## config.mk

```make
export PLATFORM = sky130hd
export DESIGN_NAME = tx_frame_arbiter
export DESIGN_NICKNAME = d
export VERILOG_FILES = /design/src/rtl/tx_frame_arbiter.sv
export SDC_FILE = /design/constraint.sdc
export NUM_CORES = 1
export LEC_CHECK = 0
export ABC_AREA = 1
export CAP_MARGIN = 10
export CORE_UTILIZATION = 45
export CTS_BUF_LIST = sky130_fd_sc_hd__clkbuf_2 sky130_fd_sc_hd__clkbuf_4 sky130_fd_sc_hd__clkbuf_8
export DETAILED_ROUTE_END_ITERATION = 16
export GPL_TIMING_DRIVEN = 1
export HOLD_SLACK_MARGIN = 0.15
export PLACE_DENSITY = 0.69
export RECOVER_POWER = 50
export SYNTH_ARGS = -nofsm -noshare
export SYNTH_HDL_FRONTEND = slang
export SYNTH_SLANG_ARGS = --single-unit
```

## constraint.sdc

```tcl
create_clock -name clk -period 2.7 [get_ports clk]
set_input_delay 0.54 -clock clk [delete_from_list [all_inputs] [get_ports clk]]
set_output_delay 0.54 -clock clk [all_outputs]
set_load 0.02 [all_outputs]
```

## src/rtl/tx_frame_arbiter.sv

```systemverilog
// tx_frame_arbiter: shares one MAC TX byte interface between two frame sources.
// Frames are arbitrated round-robin and the grant is held from SOP to EOP.
// After each frame an inter-frame gap is inserted. A length watchdog cuts off
// frames that run past MAX_FRAME_BYTES.
//
// Optional feature: define TX_ARB_STATS_EN to add the frame, abort and protocol
// error statistics counters (frames0_cnt, frames1_cnt, abort_cnt, proto_err_cnt).
//
// state | meaning
// ------+-------------------------------------------------------------
// IDLE  | no grant active, requests are sampled here only
// XFER  | granted source streams bytes to the MAC
// DRAIN | watchdog fired, swallow the granted source until its EOP
// GAP   | inter-frame gap countdown, then back to IDLE

module tx_frame_arbiter #(
    parameter int GAP_CYCLES      = 12,
    parameter int MAX_FRAME_BYTES = 1522,
    parameter int CNT_W           = 11,
    parameter int STAT_W          = 32
) (
    input  logic              clk,
    input  logic              rst_n,
    input  logic              s0_req,
    input  logic [7:0]        s0_data,
    input  logic              s0_sop,
    input  logic              s0_eop,
    input  logic              s0_err,
    input  logic              s0_wren,
    output logic              s0_rdy,
    input  logic              s1_req,
    input  logic [7:0]        s1_data,
    input  logic              s1_sop,
    input  logic              s1_eop,
    input  logic              s1_err,
    input  logic              s1_wren,
    output logic              s1_rdy,
    output logic [7:0]        tx_data,
    output logic              tx_sop,
    output logic              tx_eop,
    output logic              tx_err,
    output logic              tx_wren,
    input  logic              tx_rdy,
    input  logic              tx_a_full,
    output logic              grant,
    output logic              busy,
    output logic              abort,
    output logic              proto_err
`ifdef TX_ARB_STATS_EN
    ,
    output logic [STAT_W-1:0] frames0_cnt,
    output logic [STAT_W-1:0] frames1_cnt,
    output logic [STAT_W-1:0] abort_cnt,
    output logic [STAT_W-1:0] proto_err_cnt
`endif
);

    localparam logic [1:0] S_IDLE  = 2'd0;
    localparam logic [1:0] S_XFER  = 2'd1;
    localparam logic [1:0] S_DRAIN = 2'd2;
    localparam logic [1:0] S_GAP   = 2'd3;

    // With no gap configured a finished frame goes straight back to IDLE.
    localparam logic [1:0] S_END = (GAP_CYCLES > 0) ? S_GAP : S_IDLE;

    localparam int              GAP_W    = (GAP_CYCLES > 1) ? $clog2(GAP_CYCLES) : 1;
    localparam logic [GAP_W-1:0] GAP_LOAD = GAP_W'((GAP_CYCLES > 0) ? GAP_CYCLES - 1 : 0);
    localparam logic [CNT_W-1:0] MAX_CNT  = CNT_W'(MAX_FRAME_BYTES);

    // Reject parameter sets the counters cannot represent.
    if (CNT_W < $clog2(MAX_FRAME_BYTES + 1) || MAX_FRAME_BYTES < 1 || STAT_W < 1) begin : g_bad_params
        $error("tx_frame_arbiter: illegal parameterisation");
    end

    logic [1:0]       state_q, state_d;
    logic             grant_q, grant_d;
    logic             last_q, last_d;
    logic             first_q, first_d;
    logic [CNT_W-1:0] cnt_q, cnt_d;
    logic [GAP_W-1:0] gap_q, gap_d;
    logic [7:0]       tx_data_q, tx_data_d;
    logic             tx_sop_q, tx_sop_d;
    logic             tx_eop_q, tx_eop_d;
    logic             tx_err_q, tx_err_d;
    logic             tx_wren_q, tx_wren_d;
    logic             abort_q, abort_d;
    logic             proto_err_q, proto_err_d;

    logic [7:0]       sel_data;
    logic             sel_sop;
    logic             sel_eop;
    logic             sel_err;
    logic             sel_wren;
    logic             fwd_beat;
    logic [CNT_W-1:0] cnt_inc;

    // Route the granted source onto a common set of beat signals.
    always_comb begin
        sel_data = grant_q ? s1_data : s0_data;
        sel_sop  = grant_q ? s1_sop  : s0_sop;
        sel_eop  = grant_q ? s1_eop  : s0_eop;
        sel_err  = grant_q ? s1_err  : s0_err;
        sel_wren = grant_q ? s1_wren : s0_wren;
        // A beat is forwarded unless it is a first beat missing its SOP.
        fwd_beat = (state_q == S_XFER) && sel_wren && !(first_q && !sel_sop);
        // Saturating increment so a stuck counter can never wrap to zero.
        cnt_inc  = (&cnt_q) ? cnt_q : cnt_q + 1'b1;
    end

    // Source ready: XFER follows MAC back-pressure, DRAIN ignores the MAC.
    always_comb begin
        s0_rdy = 1'b0;
        s1_rdy = 1'b0;
        case (state_q)
            S_XFER: begin
                s0_rdy = !grant_q && tx_rdy && !tx_a_full;
                s1_rdy =  grant_q && tx_rdy && !tx_a_full;
            end
            S_DRAIN: begin
                s0_rdy = !grant_q;
                s1_rdy =  grant_q;
            end
            default: begin
                s0_rdy = 1'b0;
                s1_rdy = 1'b0;
            end
        endcase
    end

    // Arbitration FSM, frame watchdog and registered TX beat.
    always_comb begin
        state_d     = state_q;
        grant_d     = grant_q;
        last_d      = last_q;
        first_d     = first_q;
        cnt_d       = cnt_q;
        gap_d       = gap_q;
        tx_data_d   = tx_data_q;
        tx_sop_d    = tx_sop_q;
        tx_eop_d    = tx_eop_q;
        tx_err_d    = tx_err_q;
        tx_wren_d   = 1'b0;
        abort_d     = 1'b0;
        proto_err_d = 1'b0;

        case (state_q)
            S_IDLE: begin
                if (s0_req || s1_req) begin
                    // On a tie the port that did not win last time gets it.
                    grant_d = (s0_req && s1_req) ? ~last_q : s1_req;
                    state_d = S_XFER;
                    cnt_d   = '0;
                    first_d = 1'b1;
                end
            end

            S_XFER: begin
                if (sel_wren && first_q && !sel_sop) begin
                    // Drop the beat and keep waiting for a proper first beat.
                    proto_err_d = 1'b1;
                end else if (fwd_beat) begin
                    first_d   = 1'b0;
                    cnt_d     = cnt_inc;
                    tx_wren_d = 1'b1;
                    tx_data_d = sel_data;
                    tx_sop_d  = sel_sop;
                    tx_eop_d  = sel_eop;
                    tx_err_d  = sel_err;
                    if (sel_eop) begin
                        // EOP wins even on the beat that reaches the limit.
                        last_d  = grant_q;
                        state_d = S_END;
                        gap_d   = GAP_LOAD;
                    end else if (cnt_inc == MAX_CNT) begin
                        tx_eop_d = 1'b1;
                        tx_err_d = 1'b1;
                        abort_d  = 1'b1;
                        last_d   = grant_q;
                        state_d  = S_DRAIN;
                    end
                end
            end

            S_DRAIN: begin
                if (sel_wren && sel_eop) begin
                    state_d = S_END;
                    gap_d   = GAP_LOAD;
                end
            end

            S_GAP: begin
                if (gap_q == '0) begin
                    state_d = S_IDLE;
                end else begin
                    gap_d = gap_q - 1'b1;
                end
            end

            default: begin
                state_d = S_IDLE;
            end
        endcase
    end

    // State and output registers; last_q resets to 1 so port 0 wins the first tie.
    always_ff @(posedge clk or negedge rst_n) begin
        if (!rst_n) begin
            state_q     <= S_IDLE;
            grant_q     <= 1'b0;
            last_q      <= 1'b1;
            first_q     <= 1'b1;
            cnt_q       <= '0;
            gap_q       <= '0;
            tx_data_q   <= '0;
            tx_sop_q    <= 1'b0;
            tx_eop_q    <= 1'b0;
            tx_err_q    <= 1'b0;
            tx_wren_q   <= 1'b0;
            abort_q     <= 1'b0;
            proto_err_q <= 1'b0;
        end else begin
            state_q     <= state_d;
            grant_q     <= grant_d;
            last_q      <= last_d;
            first_q     <= first_d;
            cnt_q       <= cnt_d;
            gap_q       <= gap_d;
            tx_data_q   <= tx_data_d;
            tx_sop_q    <= tx_sop_d;
            tx_eop_q    <= tx_eop_d;
            tx_err_q    <= tx_err_d;
            tx_wren_q   <= tx_wren_d;
            abort_q     <= abort_d;
            proto_err_q <= proto_err_d;
        end
    end

    // Markers are qualified with tx_wren so the MAC never sees stale flags.
    always_comb begin
        tx_data   = tx_data_q;
        tx_sop    = tx_sop_q && tx_wren_q;
        tx_eop    = tx_eop_q && tx_wren_q;
        tx_err    = tx_err_q && tx_wren_q;
        tx_wren   = tx_wren_q;
        grant     = grant_q;
        busy      = (state_q != S_IDLE);
        abort     = abort_q;
        proto_err = proto_err_q;
    end

`ifdef TX_ARB_STATS_EN
    logic [STAT_W-1:0] frames0_q, frames0_d;
    logic [STAT_W-1:0] frames1_q, frames1_d;
    logic [STAT_W-1:0] abort_cnt_q, abort_cnt_d;
    logic [STAT_W-1:0] proto_cnt_q, proto_cnt_d;

    // Statistics: completed frames per port, aborts and protocol errors.
    always_comb begin
        frames0_d   = frames0_q;
        frames1_d   = frames1_q;
        abort_cnt_d = abort_cnt_q;
        proto_cnt_d = proto_cnt_q;
        if (fwd_beat && sel_eop && !grant_q) frames0_d = frames0_q + 1'b1;
        if (fwd_beat && sel_eop &&  grant_q) frames1_d = frames1_q + 1'b1;
        if (abort_d)                         abort_cnt_d = abort_cnt_q + 1'b1;
        if (proto_err_d)                     proto_cnt_d = proto_cnt_q + 1'b1;
    end

    // Statistics registers, free-running modulo 2^STAT_W.
    always_ff @(posedge clk or negedge rst_n) begin
        if (!rst_n) begin
            frames0_q   <= '0;
            frames1_q   <= '0;
            abort_cnt_q <= '0;
            proto_cnt_q <= '0;
        end else begin
            frames0_q   <= frames0_d;
            frames1_q   <= frames1_d;
            abort_cnt_q <= abort_cnt_d;
            proto_cnt_q <= proto_cnt_d;
        end
    end

    assign frames0_cnt   = frames0_q;
    assign frames1_cnt   = frames1_q;
    assign abort_cnt     = abort_cnt_q;
    assign proto_err_cnt = proto_cnt_q;
`endif

endmodule
```

### After elaboration in Yosys (flattened, before gate mapping)

Cells that the tools add are included.

* equal/unequal tests: 12
* reductions and logical operators: 32
* div/mod/pow operators: 0
* muxes and demuxes: 46
* bitwise logic cells: 2
* add/sub/neg operators: 2
* order comparisons: 0
* shifts and indexed selects: 0
* multiply operators: 0

Operator list (count)
* 2-to-1 mux 11 bit: 4
* 2-to-1 mux 1 bit: 23
* case mux 11 bit (2 select lines): 1
* 2-to-1 mux 4 bit: 5
* logical AND 1 bit: 14
* 2-to-1 mux 2 bit: 7
* inequality test 2 bit (second input constant): 7
* case mux 4 bit (3 select lines): 1
* AND reduction 6 bit: 2
* adder 11 x 1 -> 11 bit (second input constant): 1
* == test 11 bit (second input constant): 1
* AND reduction 11 bit: 1
* 2-to-1 mux 8 bit: 1
* case mux 2 bit (4 select lines): 1
* AND reduction 4 bit: 2
* case mux 1 bit (2 select lines): 3
* nonzero test 2 bit: 3
* == test 2 bit (second input constant): 2
* logical NOT 1 bit: 4
* logical NOT 4 bit: 1
* subtractor 4 x 1 -> 4 bit (second input constant): 1
* inequality test 3 x 2 -> 1 bit (second input constant): 1
* AND reduction 3 bit: 1
* nonzero test 3 bit: 1
* 5 further kinds: 6

* RAM bits: 0
* output and inout port bits: 18
* logic and storage cells: 107
* memories kept: 0
* ROM bits: 0
* register bits: 34
* latch bits: 0

### Depth between registers and ports, before layout

Gate-level depths: netlist of the first run.

* word-level depth: 8
* depth in mapped cells: 14
* mapped depth without buffers: 13

### Worst setup path before layout of the first run

OpenSTA, ideal clock, no wires.

* kind: reg-to-output
* start: register state_q[1]
* end: output s0_rdy
* path buffers: 0
* cell stages (with the launch flop): 7
* slack: 836 ps
* arrival: 1324 ps
* data required time: 2160 ps
* cells stage by stage: dfrtp_1 inv_1 ha_1 nand2_1 o21ai_0 nand2_1 nor2_1

* longest elaborated chain between the ends: 2

RTL lines
* from (decl): RTL line 75 `logic [1:0] state_q, state_d;`
* from (signal assigned): RTL line 222 `state_q <= state_d;`
* == test 2 bit / == test 2 x 1 -> 1 bit (equally long branches): RTL line 114 `case (state_q)`
* case mux 1 bit (2 select lines) *: RTL line 114
* to (decl): RTL line 30 `output logic s0_rdy,`

Mark *: on every way between the ends. The rest lies on a longest branch, timed or not.

### Worst setup path in the final report of the first run

* start: register state_q[1]
* end: output s1_rdy

* longest elaborated chain between the ends: 2

RTL lines
* == test 2 bit / == test 2 x 1 -> 1 bit (equally long branches): RTL line 114
* case mux 1 bit (2 select lines) *: RTL line 114
* to (decl): RTL line 37 `output logic s1_rdy,`

Marks and branches as above.

==> results.md, run 1 <==
Power:
- The switching power is 1.11 mW.
- The worst IR drop on VDD is 0.511 mV.
- Of the total power, the clock network draws 0.212.
- Internal power comes to about 1.6 mW.
- In this run the power density over the cells is 961 nW/um^2.
- Of the total power, the share spent switching nets is 0.416.
- Of the total power, registers draw 0.296.
- Of the total power, combinational logic draws 0.492.
- Summed over all cells, the static leakage comes to about 1.3 nW.

Layout:
- The antenna cell count is 0.
- The utilization after layout is 0.626.
- Of the cells placed in the final design, the portion with a size suffix greater than 1 is 0.118.
- The filler cells instantiated in the layout total 443.
- The post-synthesis to final-layout area growth is 30.7%.
- The final net count is 373.
- Once layout is done, the placed cells without fillers occupy ~2800 sq um.
- The library cells used most frequently in the layout, excluding fill and tap cells, are 87 x sky130_fd_sc_hd__nand2_1, 43 x sky130_fd_sc_hd__clkdlybuf4s50_1, 32 x sky130_fd_sc_hd__dfrtp_1.
- The most common library cell in the layout ignoring fill and taps is sky130_fd_sc_hd__nand2_1.

Synthesis:
- Synthesis produced a netlist with a net count of 320.
- The sequential fraction of the synthesis area is 0.400.
- In the post-synthesis netlist, the biggest area contributors are sky130_fd_sc_hd__dfrtp_1 38%, sky130_fd_sc_hd__nand2_1 15%, sky130_fd_sc_hd__inv_1 5.1%, sky130_fd_sc_hd__nand3_1 4.7%, sky130_fd_sc_hd__nor2_1 4.2%.
- The number of warnings issued by yosys is 0.
- Summed over all instances, the cell type with the most area after synthesis is sky130_fd_sc_hd__dfrtp_1.
- The post-synthesis area per instance is 7.50 sq um.
- The post-synthesis sequential element count is 34.
- Synthesis instantiated 37 different standard cells from the library.
- The fraction of synthesized cell area taken by the top area cell type is 0.376.
- The area of the mapped netlist is roughly 2100 sq um.
- The gate count of the mapped netlist is 284.

Clock tree:
- The largest buffer count on any clock path is 2.
- The root buffer cell chosen for the clock tree is sky130_fd_sc_hd__clkbuf_8.
- The clock reaches the later pin of the worst-skew pair after 280 ps.
- The TritonCTS clock tree is done.
- In this run, post-CTS hold repair placed 0 buffers.
- Once the clock tree was built, the resizer swapped 0 gates to a different size.
- The post-CTS setup-driven buffer insertion count is 0.
- Buffers inserted during clock tree synthesis total 5.
- Clock-pin slew was measured on the worst setup and hold paths at 80 ps.
- The clock tree synthesis step divided the H-tree into 2 levels.
- The number of clock sinks seen by CTS is 34.

STA:
- On the final layout, the worst clock skew is roughly 4.6 ps.
- The timing-limited maximum frequency is 0.401 GHz.
- Setup violations remaining at the end of the flow were counted as 0.
- The minimum period implied by the final worst setup slack is 2500 ps.
- For the pin with the worst max-slew slack, the measured transition is around 840 ps.
- Measured against its own limit, the worst slew margin works out to 0.439.
- The count of final max-slew check failures is 0.
- The count of endpoints failing hold in the final timing report came to 0.
- Setup repair after global routing left no endpoint under its margin.
- The setup TNS is 0 ps.
- Dividing the final minimum period by the clock period gives 0.924.

Floorplanning:
- In this run the core area contains 24 standard-cell rows.
- In this run the count of I/O pins placed on the die edge is 48.
- The die is 70.8 microns tall.
- The full die area is 5010 sq um.
- The total area inside the core boundary comes to 4440 sq um.
- The initial utilization of the core area, before any placement, comes to 0.479.
- The x dimension of the die is 70.8 microns.

GRT:
- In the global route stage, overall resource usage came out at 0.217.
- The maximum number of pins on one net before global-route repair is 35.
- The global route total overflow is 0.
- The via count of the first global-routing pass is 1958.
- The first global-routing pass estimated 8630 microns of wire.
- The initial antenna violation count is 0.

Critical path:
- Across all register-to-register paths, the minimum setup slack is 360 ps.
- The critical path class is reg2out.
- The worst setup path is captured at an output port.
- Of all nets on the critical path, the largest fanout is 4.
- The data arrival time at the worst-slack endpoint is 1960 ps.
- For the worst setup path, the data required time is 2160 ps.
- The startpoint type of the worst setup path is a flop.

Placement:
- The final HPWL from detailed placement is 3810 microns.
- The post-detailed-placement cell area is 2670 sq um.
- The count of input and output buffers is 47.
- The routability congestion estimate is about 0.9.

Route:
- The number of vias after detailed routing is ~2000.
- The remaining antenna violation count after routing is 0.
- The per-cell routed wire length is ~13 microns.
- The routed design has roughly 5000 microns of wire.
- The first detailed-routing pass ran for 7 iterations.
- Using the TritonRoute via totals, the vias-per-cell ratio works out to 5.07.
- After the first detailed-routing iteration, the DRC count stood at around 120.
- The final routed DRC violation total is 0.

Run status:
- The run finished with clean final reports.

Worst hold path:
- The path class of the tightest hold or removal check is reg2reg.

Run:
- The tool flagged a number of max-cap violations equal to 0.
-- final timing paths --
| kind | startpoint | to | depth (start not counted) |
|---|---|---|---|
| max in group asynchronous | rst_n | tx_data[1] | 2 |
| hold reg to reg | tx_sop_q | tx_sop_q | 2 |
| hold / removal | tx_sop_q | tx_sop_q | 2 |
| setup / recovery | state_q[1] | s1_rdy | 7 |
| setup reg to reg | grant | tx_data[7] | 8 |
| min in group asynchronous | rst_n | cnt_q[6] | 2 |
-- final cells by class --
| cell class | instances | area, sq um | area share |
|---|---|---|---|
| Clock inverter | 3 | 68.8 | 0.0247 |
| Clock buffer | 5 | 68.8 | 0.0247 |
| Inverter | 35 | 136 | 0.0490 |
| Timing Repair Buffer | 52 | 498 | 0.179 |
| Tap cell | 52 | 65.1 | 0.0234 |
| Sequential cell | 34 | 853 | 0.307 |
| Multi-Input combinational cell | 209 | 1090 | 0.393 |
-- routing by layer --
metal  vias to the layer above  part of all wire  global-route usage
met1                       894              0.47               0.281
met3                        12             0.044              0.0527
met5                         -                 0                   0
li1                       1021                 -                   -
met2                        52              0.47               0.355
met4                         0             0.016              0.0778
-- flip-flops by register name (all words and copies together), names as in the netlist --
register,count
abort,1
cnt_q,11
first_q,1
gap_q,4
grant,1
last_q,1
proto_err,1
state_q,2
tx_data,8
tx_eop_q,1
tx_err_q,1
tx_sop_q,1
tx_wren,1
-- power by group through the flow --
| stage | clock network, mW | logic [mW] | registers (mW) |
|---|---|---|---|
| 5_1_grt | 0.594 | 1.47 | 0.817 |
| 3_3_place_gp | 0 | 1.33 | 0.798 |
| 3_5_place_dp | 0 | 1.34 | 0.804 |
| 2_1_floorplan | 0 | 0.829 | 0.860 |
| 4_1_cts | 0.575 | 1.35 | 0.795 |
| 6_report | 0.566 | 1.32 | 0.793 |
-- synthesized netlist by cell type --
cell	count
sky130_fd_sc_hd__ha_1	6
sky130_fd_sc_hd__nand2_4	2
sky130_fd_sc_hd__nor2_4	2
sky130_fd_sc_hd__a31oi_1	9
sky130_fd_sc_hd__buf_6	1
sky130_fd_sc_hd__mux2i_1	1
sky130_fd_sc_hd__buf_2	3
sky130_fd_sc_hd__nand2_2	8
sky130_fd_sc_hd__xor2_1	4
sky130_fd_sc_hd__a21oi_2	1
sky130_fd_sc_hd__o22ai_1	3
sky130_fd_sc_hd__dfrtp_1	32
sky130_fd_sc_hd__a21oi_1	2
sky130_fd_sc_hd__inv_2	4
sky130_fd_sc_hd__xnor2_1	1
sky130_fd_sc_hd__nand4_1	3
sky130_fd_sc_hd__nand2_1	86
sky130_fd_sc_hd__nand3_1	20
sky130_fd_sc_hd__nand3_2	2
sky130_fd_sc_hd__dfstp_2	2
sky130_fd_sc_hd__o21bai_1	2
sky130_fd_sc_hd__a22oi_1	1
sky130_fd_sc_hd__clkbuf_1	1
sky130_fd_sc_hd__nor3_2	1
sky130_fd_sc_hd__nor2_1	24
sky130_fd_sc_hd__nor2_2	5
sky130_fd_sc_hd__nor3_1	5
sky130_fd_sc_hd__inv_1	29
sky130_fd_sc_hd__buf_4	1
sky130_fd_sc_hd__a211oi_1	1
sky130_fd_sc_hd__nor2_8	1
sky130_fd_sc_hd__nand3_4	1
sky130_fd_sc_hd__o211ai_1	1
sky130_fd_sc_hd__o21ai_0	7
sky130_fd_sc_hd__nor4_2	1
sky130_fd_sc_hd__o21ai_1	9
sky130_fd_sc_hd__inv_4	2
-- cell families after synthesis --
| group | count (synthesis) | synth area share |
|---|---|---|
| multiplexers | 1 | 0.00470 |
| XOR/XNOR | 5 | 0.0206 |
| flip-flops | 34 | 0.400 |
| buffers and inverters | 41 | 0.0816 |
| adder cells (fa/ha/maj) | 6 | 0.0352 |
| AO/OA/AOI/OAI | 36 | 0.0992 |
| AND/OR/NAND/NOR | 161 | 0.358 |
-- per-stage QoR --
stage | instances | hold WS (ps) | worst slack [ps] | total power [mW]
2_1_floorplan | 284 | 244 | 836 | 1.69
3_3_place_gp | 382 | 466 | 225 | 2.13
3_5_place_dp | 382 | 477 | 226 | 2.14
4_1_cts | 390 | 496 | 193 | 2.72
5_1_grt | 390 | 529 | 66.6 | 2.88
6_report | 390 | 496 | 204 | 2.67
-- critical path, stage by stage (launching register included) --
cell                              delay [ps]
sky130_fd_sc_hd__dfrtp_1                 410
sky130_fd_sc_hd__inv_1                   100
sky130_fd_sc_hd__ha_1                    190
sky130_fd_sc_hd__nand2_1                  50
sky130_fd_sc_hd__o21ai_0                 130
sky130_fd_sc_hd__nand2_1                  80
sky130_fd_sc_hd__nor2_1                   90
sky130_fd_sc_hd__clkdlybuf4s50_1         610
No activity file was read; power rests on OpenSTA's default activity.
==> run 2: changes to the inputs <==
DONT_BUFFER_PORTS = 1   (was not set)
PLACE_DENSITY = 0.56   (was 0.69)
==> results.md, run 2 (synthesis gave the netlist of run 1 again) <==
Placement:
- The instance count after placement with tap cells included was 332 (-13%).
- The post-detailed-placement cell area is 2170 sq um (-18%).
- The final HPWL from detailed placement was 3490 microns (-8.5%).
- The worst slack at placement is 641 ps (+414 ps).
- The routability congestion estimate is 0.869 (-2.7%).
- The count of input and output buffers was 0 (-100%).

Route:
- The wire length reported by the detailed router is 4650 microns (-6.1%).
- The remaining antenna violation count after routing came to 0 (unchanged).
- The number of DRC violations after detailed-routing iteration 0 was 115 (unchanged).
- The final routed DRC violation total is 0 (unchanged).
- The number of detailed-routing iterations run before antenna repair is 4 (-3).
- The number of vias after detailed routing is 1804 (-8.8%).
- The per-cell routed wire length is 13.6 microns (+7.1%).
- The average vias per placed instance is 5.27 (+4.0%).

Clock tree:
- The latest clock arrival within the worst-skew pair is 290 ps (about the same).
- The largest buffer count on any clock path is 2 (unchanged).
- The clock transition at the register clock pins on the worst setup and hold paths after CTS was 70 ps (about the same).
- The TritonCTS clock tree is done.
- CTS placed an instance of sky130_fd_sc_hd__clkbuf_8 at the clock tree root.
- The number of clock sinks seen by CTS was 34 (unchanged).
- The total of cells resized after clock tree synthesis is 0 (unchanged).
- The depth of the CTS H-tree is 2 (unchanged).
- The TritonCTS buffer count is 5 (unchanged).

Floorplanning:
- The die span in y is 70.8 microns (unchanged).
- The full die area is 5010 sq um (unchanged).
- The number of I/O pins is 48 (unchanged).
- The x dimension of the die came to 70.8 microns (unchanged).
- The starting utilization of the core area is 0.479 (unchanged).
- The core box area came to 4440 sq um (unchanged).
- The number of placement rows was 24 (unchanged).

Power:
- The worst IR drop on VDD is 0.438 mV (-14%).
- The leakage power of the design came to 1.11 nW (-15%).
- The total power consumption of the routed design is 2.28 mW (-15%).
- The power density over cell area is 994 nW/um^2 (+3.4%).

STA:
- The transition at the pin with the smallest max-transition slack is 1520 ps (+684 ps).
- The count of final max-slew check failures was 35 (+35).
- The slack of the critical path is 395 ps (+190 ps).
- The ratio of final minimum period to clock period is 0.854 (-0.0705).
- The relative max-transition margin is -0.0165 (-0.456).
- The clock tree skew after final layout is 14.6 ps (+9.94 ps).
- The count of endpoints failing hold in the final timing report came to 0 (unchanged).
- The worst hold margin is 394 ps (-102 ps).
- The minimum period implied by the final worst setup slack is 2310 ps (-190 ps).
- The timing-limited maximum frequency is 0.434 GHz (+8.3%).
- The setup TNS was 0 ps (unchanged).
- Setup repair after global routing left no endpoint under its margin.
- The final setup violation count came to 0 (unchanged).

Layout:
- The final net count is 325 (-13%).
- The number of flip-flops in the largest register was 11 (unchanged).
- The utilization after layout is 0.515 (-0.111).
- The filler cell count is 456 (+2.9%).
- The number of standard cells in the final layout excluding fillers is 342 (-12%).
- The register ranked first by flip-flop count is cnt_q.
- The final cell area excluding filler cells was 2290 sq um (-18%).
- The post-synthesis to final-layout area growth is 7.52%.
- In the layout the commonest cells are 86 x sky130_fd_sc_hd__nand2_1, 32 x sky130_fd_sc_hd__dfrtp_1, 29 x sky130_fd_sc_hd__inv_1.
- The area of the multi-input gates is 1100 sq um (+0.92%).
- The most common library cell in the layout ignoring fill and taps is sky130_fd_sc_hd__nand2_1.
- The register cell area after layout came to 853 sq um (unchanged).
- The antenna cell count is 0 (unchanged).
- The fraction of layout instances using a drive strength above 1 was 0.145 (+0.0265).

GRT:
- The maximum number of pins on one net before global-route repair came to 35 (unchanged).
- The overall global routing resource usage is 0.206 (-0.0106).
- The global route total overflow is 0 (unchanged).
- The global-route wire length before repair is 8160 microns (-5.4%).
- The via count of the first global-routing pass is 1763 (-10%).
- The initial antenna violation count was 0 (unchanged).

Critical path:
- The data arrival time at the worst-slack endpoint came to 1770 ps (-190 ps).
- The data required time of the critical path came to 2160 ps (about the same).
- The setup path with the least slack is of type reg2out.
- The maximum fanout count along the critical path was 6 (+2).
- The worst setup path is launched from a flop.
- STA classifies the critical path endpoint as an output port.

Run status:
- The final reports fail on capacitance limit, slew limit.
- The flow ran to the end, but the final reports show violations.

Worst hold path:
- The classification of the worst-slack hold path is in2reg.

Run:
- The reported max-cap violation count is 1 (+1).
run 2: changes by cell type in the layout (fill, tap and decap cells not counted), sizes merged:
cell and delta:
clkbuf -2, dlygate4sd3 -3, clkdlybuf4s50 -43, bufinv -2
clkinvlp +1, dlymetal6s4s +1
run 2: power by group:
group          internal [mW]  switching [mW]
Combinational          0.319           0.675
Sequential             0.678           0.204
Clock                  0.205           0.195
Total                   1.20            1.07
run 2: repair_timing:
item | 4_1_cts | 5_1_grt
endpoints found under the hold margin | 34 | 0
hold buffers | 2 | 0
endpoints found under the setup margin | 0 | 0
setup buffers | 0 | 0
run 2: final timing paths:
path	endpoint	depth (start not counted)	startpoint	slack [ps]
worst max-delay path	s1_rdy	6	state_q[1]	390
max in group asynchronous	grant	2	rst_n	550
worst min register to register	tx_sop_q	2	tx_sop_q	480
worst max register to register	cnt_q[6]	12	state_q[1]	640
min in group asynchronous	cnt_q[3]	2	rst_n	1250
worst min-delay path	grant	2	s1_req	390
run 2: metal layers:
metal / track usage / vias to the layer above / share of wire
li1: - / 924 / -
met1: 0.285 / 835 / 0.48
met2: 0.321 / 39 / 0.46
met3: 0.0541 / 6 / 0.048
met4: 0.0600 / 0 / 0.012
met5: 0 / - / 0
run 2: cell type report:
cell class,count,area share
clock buffers,6,0.0360
clock inverters,2,0.00546
inverters,35,0.0595
multi-input cells,209,0.482
flip-flops and latches,34,0.372
well taps,52,0.0284
repair buffers,4,0.0164
run 2: worst max-delay path, stage by stage, from the launching register on:
cell and delay (ps):
sky130_fd_sc_hd__dfrtp_1 420, sky130_fd_sc_hd__inv_1 110, sky130_fd_sc_hd__ha_1 340, sky130_fd_sc_hd__nand2_1 80, sky130_fd_sc_hd__o21ai_0 150, sky130_fd_sc_hd__nand2_1 90
sky130_fd_sc_hd__nor2_1 310
==> run 3: changes to the inputs <==
clock period = 2.72 ns   (was 2.7 ns; I/O delays follow)
==> results.md, run 3 (synthesis gave the netlist of run 1 again) <==
Run status:
- The run finished, with violations left.
- The checks that failed: capacitance limit.

Layout:
- The filler cell count is 445 (-2.4%).
- The final cell area excluding filler cells came to 2340 sq um (+2.0%).
- The fraction of layout instances using a drive strength above 1 is 0.141 (-0.00345).
- The most common library cell in the layout ignoring fill and taps is sky130_fd_sc_hd__nand2_1.
- The number of flip-flops in the largest register is 11 (unchanged).
- The final net count came to 325 (unchanged).
- The register ranked first by flip-flop count is cnt_q.
- The antenna cell count is 0 (unchanged).
- Compared with the post-synthesis result, the final layout area differs by 9.63%.
- Leaving out fill and tap cells, the most frequent cells in the layout are 87 x sky130_fd_sc_hd__nand2_1, 32 x sky130_fd_sc_hd__dfrtp_1, 29 x sky130_fd_sc_hd__inv_1.

Floorplanning:
- The core box area came to 4440 sq um (unchanged).
- The die span in y came to 70.8 microns (unchanged).
- The starting utilization of the core area came to 0.479 (unchanged).
- The full die area is 5010 sq um (unchanged).
- The x dimension of the die is 70.8 microns (unchanged).
- The number of placement rows came to 24 (unchanged).
- The number of I/O pins came to 48 (unchanged).

Critical path:
- The category of cells accounting for the largest share of critical-path delay is simple AND/OR/NAND/NOR gates.
- The critical path class is reg2out.
- STA classifies the critical path endpoint as an output port.
- The maximum fanout count along the critical path is 6 (unchanged).
- The register-to-register setup slack is 720 ps (+80 ps).
- The worst register-to-register path ends at cnt_q[9].
- The logic depth of the worst register-to-register path is 12 (unchanged).
- The number of buffers and inverters on the critical path is 1 (unchanged).
- The cell type of the slowest stage on the worst timing path is sky130_fd_sc_hd__dfrtp_1.
- The data required time of the critical path came to 2180 ps (+20 ps).
- The cell that appears most often on the critical path is sky130_fd_sc_hd__nand2_1.
- Traced cell by cell, the critical path runs through inv_1 -> ha_1 -> nand2_1 -> o21ai_0 -> nand2_1 -> nor2_1.
- The data arrival time at the worst-slack endpoint was 1740 ps (-30 ps).
- The critical register-to-register path startpoint is state_q[1].
- The stage delay of the slowest cell on the critical path is 410 ps (about the same).
- The worst setup path is launched from a flop.

Power:
- The leakage power of the design is 1.13 nW (+2.1%).
- The power share of the combinational group is 0.403 (-0.034).
- The worst IR drop on VDD came to 0.512 mV (+17%).
- The switching power came to 1.06 mW (-1.5%).
- The net switching fraction of the power is 0.434 (-0.0379).
- The fraction of power consumed by the clock network is 0.238 (+0.062).
- The internal cell power is 1.38 mW (+15%).
- The total power consumption of the routed design is 2.44 mW (+7.1%).
- The sequential share of power came to 0.360 (-0.028).
- The power density over cell area is 1040 nW/um^2 (+5.0%).

STA:
- The routed design could run at a clock period as short as 2280 ps.
- The clock tree skew after final layout is 5.24 ps (-9.34 ps).
- The final setup violation count is 0 (unchanged).
- Based on the critical path, the design can be clocked at up to 0.438 GHz.
- The relative max-transition margin came to 0.00453 (+0.0210).
- Dividing the final minimum period by the clock period gives 0.839.
- The worst hold margin is 399 ps (+4.55 ps).
- The transition at the pin with the smallest max-transition slack is 1490 ps (-31.6 ps).
- The setup TNS was 0 ps (unchanged).
- Setup repair after global routing left no endpoint under its margin.
- The count of endpoints failing hold in the final timing report is 0 (unchanged).
- The slack of the critical path is 438 ps (+43.1 ps).
- The count of final max-slew check failures came to 0 (-100%).

Placement:
- The routability congestion estimate was 0.882 (+1.5%).
- The post-detailed-placement cell area is 2170 sq um (unchanged).
- The final HPWL from detailed placement is 3470 microns (-0.31%).
- The count of input and output buffers was 0 (unchanged).
- The worst slack at placement came to 722 ps (+80.8 ps).

Clock tree:
- TritonCTS built the clock tree.
- The TritonCTS buffer count is 5 (unchanged).
- The number of clock sinks seen by CTS is 34 (unchanged).
- The largest buffer count on any clock path is 2 (unchanged).
- Clock tree synthesis selected as its root buffer the cell sky130_fd_sc_hd__clkbuf_8.
- The depth of the CTS H-tree is 2 (unchanged).
- The total of cells resized after clock tree synthesis was 0 (unchanged).
- The clock transition at the register clock pins on the worst setup and hold paths after CTS is 70 ps (about the same).
- The latest clock arrival within the worst-skew pair came to 290 ps (about the same).

Route:
- The average vias per placed instance was 5.09 (-3.5%).
- The final routed DRC violation total is 0 (unchanged).
- The number of vias after detailed routing is 1741 (-3.5%).
- The number of DRC violations after detailed-routing iteration 0 is 109 (-5.2%).
- The remaining antenna violation count after routing came to 0 (unchanged).
- The per-cell routed wire length is 13.3 microns (-1.8%).
- The number of detailed-routing iterations run before antenna repair is 4 (unchanged).
- The wire length reported by the detailed router is 4570 microns (-1.8%).

GRT:
- The overall global routing resource usage is 0.197 (-0.00938).
- The met2 track demand over resource in global routing is 0.299 (-0.0214).
- The global-route wire length before repair is 7730 microns (-5.2%).
- The met1 track utilization from global routing is 0.273 (-0.0120).
- The global-route layer with the greatest usage is met2.
- The global route total overflow was 0 (unchanged).
- The maximum number of pins on one net before global-route repair is 35 (unchanged).
- The initial antenna violation count was 0 (unchanged).
- The met3 routing resource usage after global routing is 0.0527 (-0.00142).
- The via count of the first global-routing pass came to 1660 (-5.8%).

Worst hold path:
- For hold timing, the worst endpoint is grant.
- In this run the most critical hold path is launched from s1_req.
- The classification of the worst-slack hold path is in2reg.
- The cell depth of the worst hold path came to 2 (unchanged).

Run:
- The reported max-cap violation count came to 1 (unchanged).
## run 3: cell count changes in the layout (fill, tap and decap cells not counted), sizes merged
cell / previous run / this run
clkinvlp: 1 / 0
bufinv: 0 / 2
clkinv: 1 / 0
## run 3: how the worst max path moves through the flow
stage               cells after the start        end        from
floorplan                               6     s0_rdy  state_q[1]
global placement                        6     s0_rdy  state_q[1]
detailed placement                      6     s0_rdy  state_q[1]
CTS                                     6     s0_rdy  state_q[1]
global route                            2  cnt_q[10]       rst_n
finish                                  6     s0_rdy  state_q[1]
## run 3: what timing repair did
| item | 4_1_cts | 5_1_grt |
|---|---|---|
| setup buffers | 0 | 0 |
| hold buffers | 2 | 0 |
| endpoints found under the hold margin | 34 | 0 |
## run 3: worst reg2reg max path, cell delays in order (launching register included)
cell	delay, ps
sky130_fd_sc_hd__dfrtp_1	410
sky130_fd_sc_hd__inv_1	100
sky130_fd_sc_hd__ha_1	330
sky130_fd_sc_hd__nand2_1	160
sky130_fd_sc_hd__nor2_4	240
sky130_fd_sc_hd__nor2_2	80
sky130_fd_sc_hd__inv_2	60
sky130_fd_sc_hd__nand2_2	80
sky130_fd_sc_hd__inv_4	140
sky130_fd_sc_hd__nand2_4	110
sky130_fd_sc_hd__inv_4	90
sky130_fd_sc_hd__nand2_1	50
sky130_fd_sc_hd__o21ai_1	70
## run 3: through the flow
stage               utilization  cells
floorplan                     -    284
global route              0.526    342
detailed placement        0.489    332
CTS                       0.528    342
finish                    0.526    342
global placement          0.489    332
## run 3: cell type report
| type | instances | area [sq um] | area share |
|---|---|---|---|
| Multi-Input combinational cell | 209 | 1100 | 0.471 |
| Sequential cell | 34 | 853 | 0.365 |
| Inverter | 35 | 136 | 0.0584 |
| Clock buffer | 6 | 82.6 | 0.0354 |
| Tap cell | 52 | 65.1 | 0.0279 |
| Clock inverter | 2 | 60.1 | 0.0257 |
| Timing Repair Buffer | 4 | 37.5 | 0.0161 |
## run 3: power groups by stage
| stage | Sequential (mW) | Clock, mW | Combinational [mW] |
|---|---|---|---|
| after global placement | 0.887 | 0 | 0.978 |
| after global routing | 0.898 | 0.613 | 1.13 |
| after CTS | 0.880 | 0.591 | 0.997 |
| after detailed placement | 0.888 | 0 | 0.978 |
| after floorplan | 0.853 | 0 | 0.823 |
| final | 0.877 | 0.580 | 0.982 |
## run 3: layer usage
| metal | up-vias | wire length, microns |
|---|---|---|
| li1 | 921 | - |
| met1 | 776 | 2250 |
| met2 | 38 | 2020 |
| met3 | 6 | 235 |
| met4 | 0 | 60 |
| met5 | - | 0 |
